==> src/rtl/wb_stim_responder.sv <==
// Wishbone slave stimulus responder for the a25_core bench. It serves queued
// instruction lines and load words, inserts wait states, captures write cycles
// and releases system-ready after reset.
// Latency: an ack or err arrives ACK_DELAY+1 cycles after the IDLE sample.
// Backpressure: there is none toward the core. Host pushes into a full FIFO are dropped.
// Ports:
//   i_clk/i_rst                    clock, synchronous active-high reset
//   i_inst_push/i_inst_line        instruction-line FIFO write (128b)
//   i_data_push/i_data_word        load-data FIFO write (32b)
//   o_inst_*/o_data_*              FIFO full flags and occupancy
//   i_wb_*/o_wb_*                  Wishbone slave side facing the core
//   o_system_rdy                   core release, RDY_DELAY cycles after reset
//   o_cap_*                        last captured write, with a one-cycle valid pulse
//   o_underflow                    sticky flag for a data read from an empty FIFO

// Generic synchronous FIFO. It has a combinational head and occupancy count.
// Latency: a pushed entry is visible at the head on the cycle after the push.
// Backpressure: a push while full is dropped, unless a pop happens in the same cycle.
module wb_stim_fifo #(
  parameter int WIDTH = 32,
  parameter int DEPTH = 8
) (
  input  logic                     clk,
  input  logic                     rst,
  input  logic                     push,
  input  logic [WIDTH-1:0]         push_dat,
  input  logic                     pop,
  output logic [WIDTH-1:0]         head_dat,
  output logic [$clog2(DEPTH):0]   count,
  output logic                     full,
  output logic                     empty
);
  localparam int AW = $clog2(DEPTH);
  localparam int CW = AW + 1;

  logic [WIDTH-1:0] mem [DEPTH];
  logic [AW-1:0]    wr_ptr, rd_ptr;
  logic [CW-1:0]    count_q;
  logic             do_push, do_pop;

  assign empty    = (count_q == '0);
  assign full     = (count_q == CW'(DEPTH));
  assign do_pop   = pop & ~empty;
  // A pop in the same cycle frees the slot, so a push into a full FIFO is still accepted.
  assign do_push  = push & (~full | do_pop);
  assign head_dat = mem[rd_ptr];
  assign count    = count_q;

  always_ff @(posedge clk) begin
    if (do_push) mem[wr_ptr] <= push_dat;
  end

  // The pointers are exactly log2(DEPTH) bits wide, so they wrap modulo DEPTH.
  always_ff @(posedge clk) begin
    if (rst) begin
      wr_ptr  <= '0;
      rd_ptr  <= '0;
      count_q <= '0;
    end else begin
      if (do_push) wr_ptr <= wr_ptr + 1'b1;
      if (do_pop)  rd_ptr <= rd_ptr + 1'b1;
      count_q <= count_q + CW'(do_push) - CW'(do_pop);
    end
  end
endmodule

module wb_stim_responder #(
  parameter int             IFIFO_DEPTH = 8,
  parameter int             DFIFO_DEPTH = 8,
  parameter logic [31:0]    DATA_BASE   = 32'h0000_8000,
  parameter logic [127:0]   NOP_LINE    = 128'hF0801003F0801003F0801003F0801003,
  parameter int             ACK_DELAY   = 2,
  parameter int             RDY_DELAY   = 4
) (
  input  logic                           i_clk,
  input  logic                           i_rst,
  input  logic                           i_inst_push,
  input  logic [127:0]                   i_inst_line,
  input  logic                           i_data_push,
  input  logic [31:0]                    i_data_word,
  output logic                           o_inst_full,
  output logic                           o_data_full,
  output logic [$clog2(IFIFO_DEPTH):0]   o_inst_count,
  output logic [$clog2(DFIFO_DEPTH):0]   o_data_count,
  input  logic [31:0]                    i_wb_adr,
  input  logic [15:0]                    i_wb_sel,
  input  logic                           i_wb_we,
  input  logic                           i_wb_cyc,
  input  logic                           i_wb_stb,
  input  logic [127:0]                   i_wb_dat,
  output logic [127:0]                   o_wb_dat,
  output logic                           o_wb_ack,
  output logic                           o_wb_err,
  output logic                           o_system_rdy,
  output logic                           o_cap_valid,
  output logic [31:0]                    o_cap_adr,
  output logic [15:0]                    o_cap_sel,
  output logic [127:0]                   o_cap_dat,
  output logic                           o_underflow
);
  typedef enum logic [1:0] {S_IDLE, S_WAIT, S_ACK} state_t;

  localparam int RW = $clog2(RDY_DELAY + 1) + 1;

  state_t         state_q, state_d;
  logic [3:0]     wait_q, wait_d;
  logic           latch;
  logic [31:0]    adr_q;
  logic [15:0]    sel_q;
  logic           we_q;
  logic [127:0]   dat_q;
  logic [RW-1:0]  rdy_cnt_q;

  logic           inst_pop, data_pop, inst_empty, data_empty;
  logic [127:0]   inst_head;
  logic [31:0]    data_head;
  logic           rd_ack_cycle, data_sel, err;
  logic           enter_ack, src_we;

  wb_stim_fifo #(.WIDTH(128), .DEPTH(IFIFO_DEPTH)) u_inst_fifo (
    .clk(i_clk), .rst(i_rst), .push(i_inst_push), .push_dat(i_inst_line),
    .pop(inst_pop), .head_dat(inst_head), .count(o_inst_count),
    .full(o_inst_full), .empty(inst_empty)
  );

  wb_stim_fifo #(.WIDTH(32), .DEPTH(DFIFO_DEPTH)) u_data_fifo (
    .clk(i_clk), .rst(i_rst), .push(i_data_push), .push_dat(i_data_word),
    .pop(data_pop), .head_dat(data_head), .count(o_data_count),
    .full(o_data_full), .empty(data_empty)
  );

  // Ready counter: it saturates at RDY_DELAY. A zero delay is ready as soon as
  // reset drops, so that case is gated by i_rst directly.
  always_ff @(posedge i_clk) begin
    if (i_rst)                              rdy_cnt_q <= '0;
    else if (rdy_cnt_q != RW'(RDY_DELAY))   rdy_cnt_q <= rdy_cnt_q + 1'b1;
  end
  assign o_system_rdy = (RDY_DELAY == 0) ? ~i_rst : (rdy_cnt_q == RW'(RDY_DELAY));

  always_ff @(posedge i_clk) begin
    if (i_rst) begin
      state_q <= S_IDLE;
      wait_q  <= '0;
    end else begin
      state_q <= state_d;
      wait_q  <= wait_d;
    end
  end

  always_comb begin
    state_d      = state_q;
    wait_d       = wait_q;
    latch        = 1'b0;
    o_wb_dat     = '0;
    inst_pop     = 1'b0;
    data_pop     = 1'b0;
    err          = 1'b0;
    rd_ack_cycle = (state_q == S_ACK) & ~we_q;
    data_sel     = (adr_q >= DATA_BASE);
    case (state_q)
      S_IDLE: begin
        if (o_system_rdy & i_wb_cyc & i_wb_stb) begin
          latch   = 1'b1;
          wait_d  = 4'(ACK_DELAY);
          state_d = (ACK_DELAY == 0) ? S_ACK : S_WAIT;
        end
      end
      S_WAIT: begin
        wait_d = wait_q - 1'b1;
        if (wait_q <= 4'd1) state_d = S_ACK;
      end
      S_ACK:   state_d = S_IDLE;
      default: state_d = S_IDLE;
    endcase
    // The read source and its empty check are resolved in the ACK cycle. A push
    // that lands during WAIT is therefore served.
    if (rd_ack_cycle) begin
      if (!data_sel) begin
        inst_pop = ~inst_empty;
        o_wb_dat = inst_empty ? NOP_LINE : inst_head;
      end else if (!data_empty) begin
        data_pop = 1'b1;
        o_wb_dat = {4{data_head}};
      end else begin
        err = 1'b1;
      end
    end
  end

  assign o_wb_err    = err;
  assign o_wb_ack    = (state_q == S_ACK) & ~err;
  assign o_cap_valid = (state_q == S_ACK) & we_q;

  always_ff @(posedge i_clk) begin
    if (i_rst) begin
      adr_q <= '0;
      sel_q <= '0;
      we_q  <= 1'b0;
      dat_q <= '0;
    end else if (latch) begin
      adr_q <= i_wb_adr;
      sel_q <= i_wb_sel;
      we_q  <= i_wb_we;
      dat_q <= i_wb_dat;
    end
  end

  // Capture registers load on the edge into ACK, so they are already valid
  // alongside o_cap_valid. With zero wait states that edge is also the IDLE
  // sample, so the live bus values are used instead of the latched ones.
  assign enter_ack = (state_d == S_ACK) & (state_q != S_ACK);
  assign src_we    = latch ? i_wb_we : we_q;

  always_ff @(posedge i_clk) begin
    if (i_rst) begin
      o_cap_adr   <= '0;
      o_cap_sel   <= '0;
      o_cap_dat   <= '0;
      o_underflow <= 1'b0;
    end else begin
      if (enter_ack & src_we) begin
        o_cap_adr <= latch ? i_wb_adr : adr_q;
        o_cap_sel <= latch ? i_wb_sel : sel_q;
        o_cap_dat <= latch ? i_wb_dat : dat_q;
      end
      if (err) o_underflow <= 1'b1;
    end
  end
endmodule

==> config.mk <==
export PLATFORM = sky130hd
export DESIGN_NAME = wb_stim_responder
export DESIGN_NICKNAME = d
export VERILOG_FILES = /design/src/rtl/wb_stim_responder.sv
export SDC_FILE = /design/constraint.sdc
export NUM_CORES = 2
export LEC_CHECK = 0
export ABC_AREA = 1
export CAP_MARGIN = 20
export CORE_ASPECT_RATIO = 1.4
export CORE_UTILIZATION = 45
export DETAILED_ROUTE_END_ITERATION = 10
export GPL_TIMING_DRIVEN = 0
export PLACE_DENSITY = 0.68
export SYNTH_ARGS = -nofsm -noshare
export SYNTH_HDL_FRONTEND = slang
export SYNTH_SLANG_ARGS = --single-unit
==> constraint.sdc <==
create_clock -name i_clk -period 10.3 [get_ports i_clk]
set_clock_uncertainty 0.05 [all_clocks]
set_input_delay 1.03 -clock i_clk [delete_from_list [all_inputs] [get_ports i_clk]]
set_output_delay 1.03 -clock i_clk [all_outputs]
set_load 0.02 [all_outputs]
---- Yosys cells after proc, flatten, opt, wreduce, memory -nomap -nowiden ----
Memories as Yosys holds them, arrays and structs flattened. A register that Yosys moved wholly into a read port is not among the register bits.
Index checks and enable logic that the tools add are counted.
word-level totals
  register bits ........................... 384
  memories ................................ 2
  memory bits (writable) .................. 1280
memories
  memory           words  bits a word  rd ports  clocked after Yosys merged registers in  write ports  line  RTL
  u_inst_fifo.mem  8      128          1         1                                        1            36    logic [WIDTH-1:0] mem [DEPTH];
  u_data_fifo.mem  8      32           1         1                                        1            36
operators by class
  bitwise operators ....................... 19
  reductions and logical operators ........ 5
  eq/ne operators ......................... 9
  $lt $le $gt $ge ......................... 2
  $add $sub $neg .......................... 10
  multiplexer cells ....................... 31
operators by type and width
  operator                                                              count
  2-to-1 mux 128 bit                                                    5
  greater-or-equal comparator 32 x 16 -> 1 bit (second input constant)  1
  2-to-1 mux 32 bit                                                     1
  2-to-1 mux 16 bit                                                     1
  2-to-1 mux 1 bit                                                      15
  adder 3 x 1 -> 3 bit (second input constant)                          4
  2-to-1 mux 3 bit                                                      4
  bitwise AND 1 bit                                                     11
  adder 4 x 1 -> 4 bit                                                  2
  equality test 4 bit (second input constant)                           2
  logical NOT 4 bit                                                     2
  case mux 4 bit (2 select lines)                                       1
  subtractor 4 x 1 -> 4 bit                                             2
  NOT 1 bit                                                             6
  adder 4 x 1 -> 4 bit (second input constant)                          1
  equality test 2 bit (second input constant)                           2
  equality test 4 x 3 -> 1 bit (second input constant)                  1
  <= comparator 4 x 1 -> 1 bit (second input constant)                  1
  2-to-1 mux 2 bit                                                      2
  2-to-1 mux 4 bit                                                      1
  != test 2 bit (second input constant)                                 2
  != test 4 x 3 -> 1 bit (second input constant)                        1
  case mux 2 bit (2 select lines)                                       1
  subtractor 4 x 1 -> 4 bit (second input constant)                     1
  other kinds (5)                                                       6

---- Longest topological paths before layout ----
  depth after elaboration ................. 9
  depth in mapped cells ................... 15
  gate-level depth less buffers ........... 15

---- By module ----
Synthesis repeated with hierarchy kept, for this count alone.
unflattened totals
  cells, all modules ...................... 6993
  area total of the unflattened synthesis .. 68892.3 µm²
by module, submodules not included
  module                      seq. area each (µm²)  times used  area each (µm²)  cells each
  wb_stim_fifo (u_inst_fifo)  31009.7               1           40591.4          3234
  wb_stim_responder           7287.0                1           17580.6          2880
  wb_stim_fifo (u_data_fifo)  7947.6                1           10720.3          879

---- Least setup slack after synthesis ----
OpenSTA, ideal clock, no wires.
  kind .................................... register -> register
  from .................................... register u_inst_fifo.count_q[2], in the netlist u_inst_fifo.count[2]
  to ...................................... memory u_inst_fifo.mem[5][0] (enable)
  stages on the path, launching flop included .. 10
  setup time .............................. 773 ps
  slack ................................... -616 ps
  path buffers ............................ 0
  required time ........................... 9477 ps
  arrival ................................. 10093 ps
  period minus slack after synthesis ...... 10916 ps
  path through ............................ dfxtp_1 > inv_1 > ha_1 > nand3_1 > inv_1 > nor2_2 > nand3_1 > nand2_1 > nand2_1 > nor3_1
between the ends
  cells in the longest elaborated chain, start to end .. 9
  elaborated cells between the ends (all ways) .. 11
  those cells by class .................... eq/ne (1); mux (4); bitwise (5); reduce/logical (1)
ends and longest elaborated chain
  element                                   line     RTL
  from (decl)                               38       logic [CW-1:0] count_q;
  from (signal assigned)                    62       count_q <= count_q + CW'(do_push) - CW'(do_pop);
  logical NOT 4 bit                         41       assign empty = (count_q == '0);
  NOT 1 bit                                 43, 179
  2-to-1 mux 1 bit                          178      if (!data_sel) begin
  2-to-1 mux 1 bit                          177      if (rd_ack_cycle) begin
  bitwise AND 1 bit                         43       assign do_pop = pop & ~empty;
  bitwise OR 1 bit *                        45       assign do_push = push & (~full | do_pop);
  bitwise AND 1 bit *                       45
  2-to-1 mux 1 bit *                        50       if (do_push) mem[wr_ptr] <= push_dat;
  2-to-1 mux 1 bit (not written as such) *  50
  to (decl)                                 36
Every way passes the cells marked *; elsewhere a longest branch is shown, timed or not.

==> results.py <==
metrics = {
    "run_status": {
        "status": "finished, final reports clean",
    },
    "critical_path": {
        "reg2regPathDepth": 16,
        "r2r_start": "u_inst_fifo.count[2]",
        "ff2ff_setup_slack_ns": 5.34,
        "cp-start-kind": "flip-flop",
        "rr_endpoint": "u_inst_fifo.mem[1][35]",
        "endpoint": "o_wb_dat[6]",
        "critPathRequiredTime_ns": 9.22,
        "critPathCaptureType": "output port",
        "cp_data_arrival_time_ns": 4.89,
        "worstSetupPathType": "reg -> out",
        "cp_max_fo": 10,
    },
    "sta": {
        "fmax_mhz": 168,
        "finalMaxSlewViolations": 0,
        "worstMarginPinSlew_ns": 1.09,
        "relSlewSlack_pct": 27.1,
        "finalHoldViolCount": 0,
        "finalCritPeriodShare_pct": 57.9,
        "finalSetupViolCount": 0,
        "layout_min_cycle_time_ns": 5.97,
        "tns_ns": 0,
        "fin_ws_ns": 4.33,
        "rsz0062_at_grt": "no",
    },
    "routing": {
        "wire_per_inst_um": 23.7,
        "wirelength_um": 227000,
        "remaining_drc_errors": 0,
        "vias": 52398,
        "firstDrtPassIters": 6,
        "routed_via_density": 5.46,
        "detail-route-antenna-nets": 0,
        "drt-initial-drc-count": 5675,
    },
    "logic_synthesis": {
        "syn_inst": 6572,
        "synth_fp_nets": 6937,
        "synth_cell_types": 34,
        "syn_area_mm2": 0.0680,
        "syn_area_per_cell_um2": 10.3,
        "yosysWarnings": 0,
        "synth_flop_cell": "edfxtp_1",
        "synth_enable_flop_cells": 1280,
        "synth-seq-cells": 1670,
        "yosysSeqAreaShare_pct": 68.0,
        "synthArstFlopShare_pct": 0,
    },
    "clock_tree": {
        "cts_tree": "built",
        "cts_buffer_depth": 3,
        "hold_buffers": 0,
        "cts_resized": 0,
        "clock_latency_ns": 0.82,
        "cts_inserted_buffers": 159,
        "htreeDepth": 4,
        "cts_setup_buffers": 0,
        "clock_sinks": 1670,
        "cts_root_buf": "clkbuf_16",
        "clkTransAtPathRegs_ns": 0.06,
    },
    "hold_path": {
        "hold_path.class": "reg -> reg",
    },
    "flow_run": {
        "maxCapViolCount": 0,
    },
    "global_routing": {
        "overflow": 0,
        "grt_max_degree": 33,
        "grt.total_usage_pct": 29.0,
        "antenna_found_initial": 51,
        "grt_pass1_wl_um": 323000,
        "first_global_vias": 49991,
    },
    "power_and_ir_drop": {
        "vdd_ir_drop_max_mv": 0.145,
        "leakage_nw": 31.0,
        "finalPower_w": 0.0159,
        "p_per_area_mw_per_mm2": 190,
    },
    "placement": {
        "gp_congestion": 0.972,
        "post-place-ws_ns": 5.26,
        "numPortBuffers": 661,
        "hpwlAfterDp_um": 164000,
        "placed_cells": 9287,
    },
    "layout": {
        "nets": 7858,
        "final_util_pct": 55.8,
        "layout_common_cells": "1,280 x edfxtp_1, 1,196 x nor2_1, 913 x nand2_1, 767 x inv_1, 752 x o21ai_0",
        "final_cells": 9588,
        "final_common_cell": "edfxtp_1",
        "drive_gt1_share_pct": 6.04,
        "area_delta_synth_final_pct": 23.0,
    },
    "floorplan": {
        "die_x_um": 331,
        "dieArea_mm2": 0.153,
        "row_count": 168,
        "ios": 662,
        "start_util_pct": 45.4,
        "core_area_mm2": 0.150,
        "die_h_um": 462,
    },
}
Yosys cell counts, types with 2 or more instances:
| cell | number | area (µm²) |
|---|---|---|
| buf_6 | 13 | 146 |
| buf_1 | 53 | 199 |
| o22ai_1 | 70 | 438 |
| ha_1 | 20 | 250 |
| nand2_2 | 2 | 12.5 |
| buf_4 | 12 | 90.1 |
| nand4_1 | 2 | 12.5 |
| fa_1 | 2 | 40.0 |
| o211ai_1 | 312 | 2340 |
| inv_2 | 8 | 30.0 |
| dfxtp_1 | 390 | 7810 |
| inv_1 | 767 | 2880 |
| edfxtp_1 | 1280 | 38400 |
| xnor2_1 | 3 | 26.3 |
| o21ai_0 | 752 | 3760 |
| nor3_1 | 7 | 35.0 |
| nand3_1 | 328 | 1640 |
| nor3b_1 | 2 | 15.0 |
| a21oi_1 | 72 | 360 |
| nor2_2 | 3 | 18.8 |
| nor2_1 | 1208 | 4530 |
| xor2_1 | 4 | 35.0 |
| nand2_1 | 913 | 3430 |
| clkbuf_1 | 251 | 942 |
| buf_2 | 87 | 435 |
| o21ai_1 | 3 | 15.0 |
final cells by class:
cell class	count	area, µm²
Fill cell	12748	66200
Sequential cell	1670	46200
Multi-Input combinational cell	3711	17100
Timing Repair Buffer	760	8050
Clock buffer	203	4290
Inverter	775	2910
Tap cell	1955	2450
Buffer	416	1810
Clock inverter	76	686
Antenna cell	22	55.1
through the flow:
step / hold slack, ns / cell area, µm²
after floorplan: 0.383 / 68000
after global placement: 0.400 / 77100
after detailed placement: 0.411 / 78600
after CTS: 0.425 / 83600
after global routing: 0.437 / 83600
final: 0.419 / 83600
worst min path at each step:
stage,depth (start not counted),from,to,slack [ns]
floorplan,2,u_inst_fifo.rd_ptr[2],flip-flop,0.38
global placement,2,u_data_fifo.rd_ptr[2],u_data_fifo.rd_ptr[2],0.40
detailed placement,2,u_inst_fifo.rd_ptr[2],u_inst_fifo.rd_ptr[2],0.41
CTS,2,u_inst_fifo.rd_ptr[2],u_inst_fifo.rd_ptr[2],0.43
global route,2,u_data_fifo.rd_ptr[2],flip-flop,0.44
finish,2,u_inst_fifo.rd_ptr[2],u_inst_fifo.rd_ptr[2],0.42
sequential cells by signal (all words and copies together) (netlist names), 4 cells and up, named ones only:
register and count:
o_cap_adr 32, adr_q 32, dat_q 128, wait_q 4, u_data_fifo.count 4, sel_q 16, u_inst_fifo.mem 1024, o_cap_sel 16
u_data_fifo.mem 256, u_inst_fifo.count 4, o_cap_dat 128, rdy_cnt_q 4
where the power goes:
group / internal (W) / switching, W / total, W
Clock: 0.00311 / 0.00260 / 0.00571
Combinational: 0.000665 / 0.00181 / 0.00248
Sequential: 0.00762 / 0.0000843 / 0.00770
Total: 0.0114 / 0.00450 / 0.0159
cells by family after synthesis:
family	count (synthesis)	synth area share, %
buffers and inverters	1191	6.94
DFF	1670	68.0
and+or+nand+nor	2468	14.3
adders and majority gates	22	0.427
xor gates and xnor gates	7	0.0902
AOI/OAI and AO/OA	1214	10.2
layer usage:
layer	global-route usage, %	part of all wire [%]
met4	15.8	5.5
met1	33.8	36
met2	47.7	47
met5	0	0.18
met3	8.84	11
worst max-delay path: stages (launching register included):
cell,delay [ns]
dfxtp_1,0.31
buf_2,0.22
buf_2,0.27
clkbuf_1,0.53
o21ai_0,0.18
nand3_1,0.13
nand3_1,0.28
nand2_1,0.38
nand2_1,0.37
nor2_1,0.64
clkdlybuf4s50_1,0.73
Power figures use the tool's default switching activity.
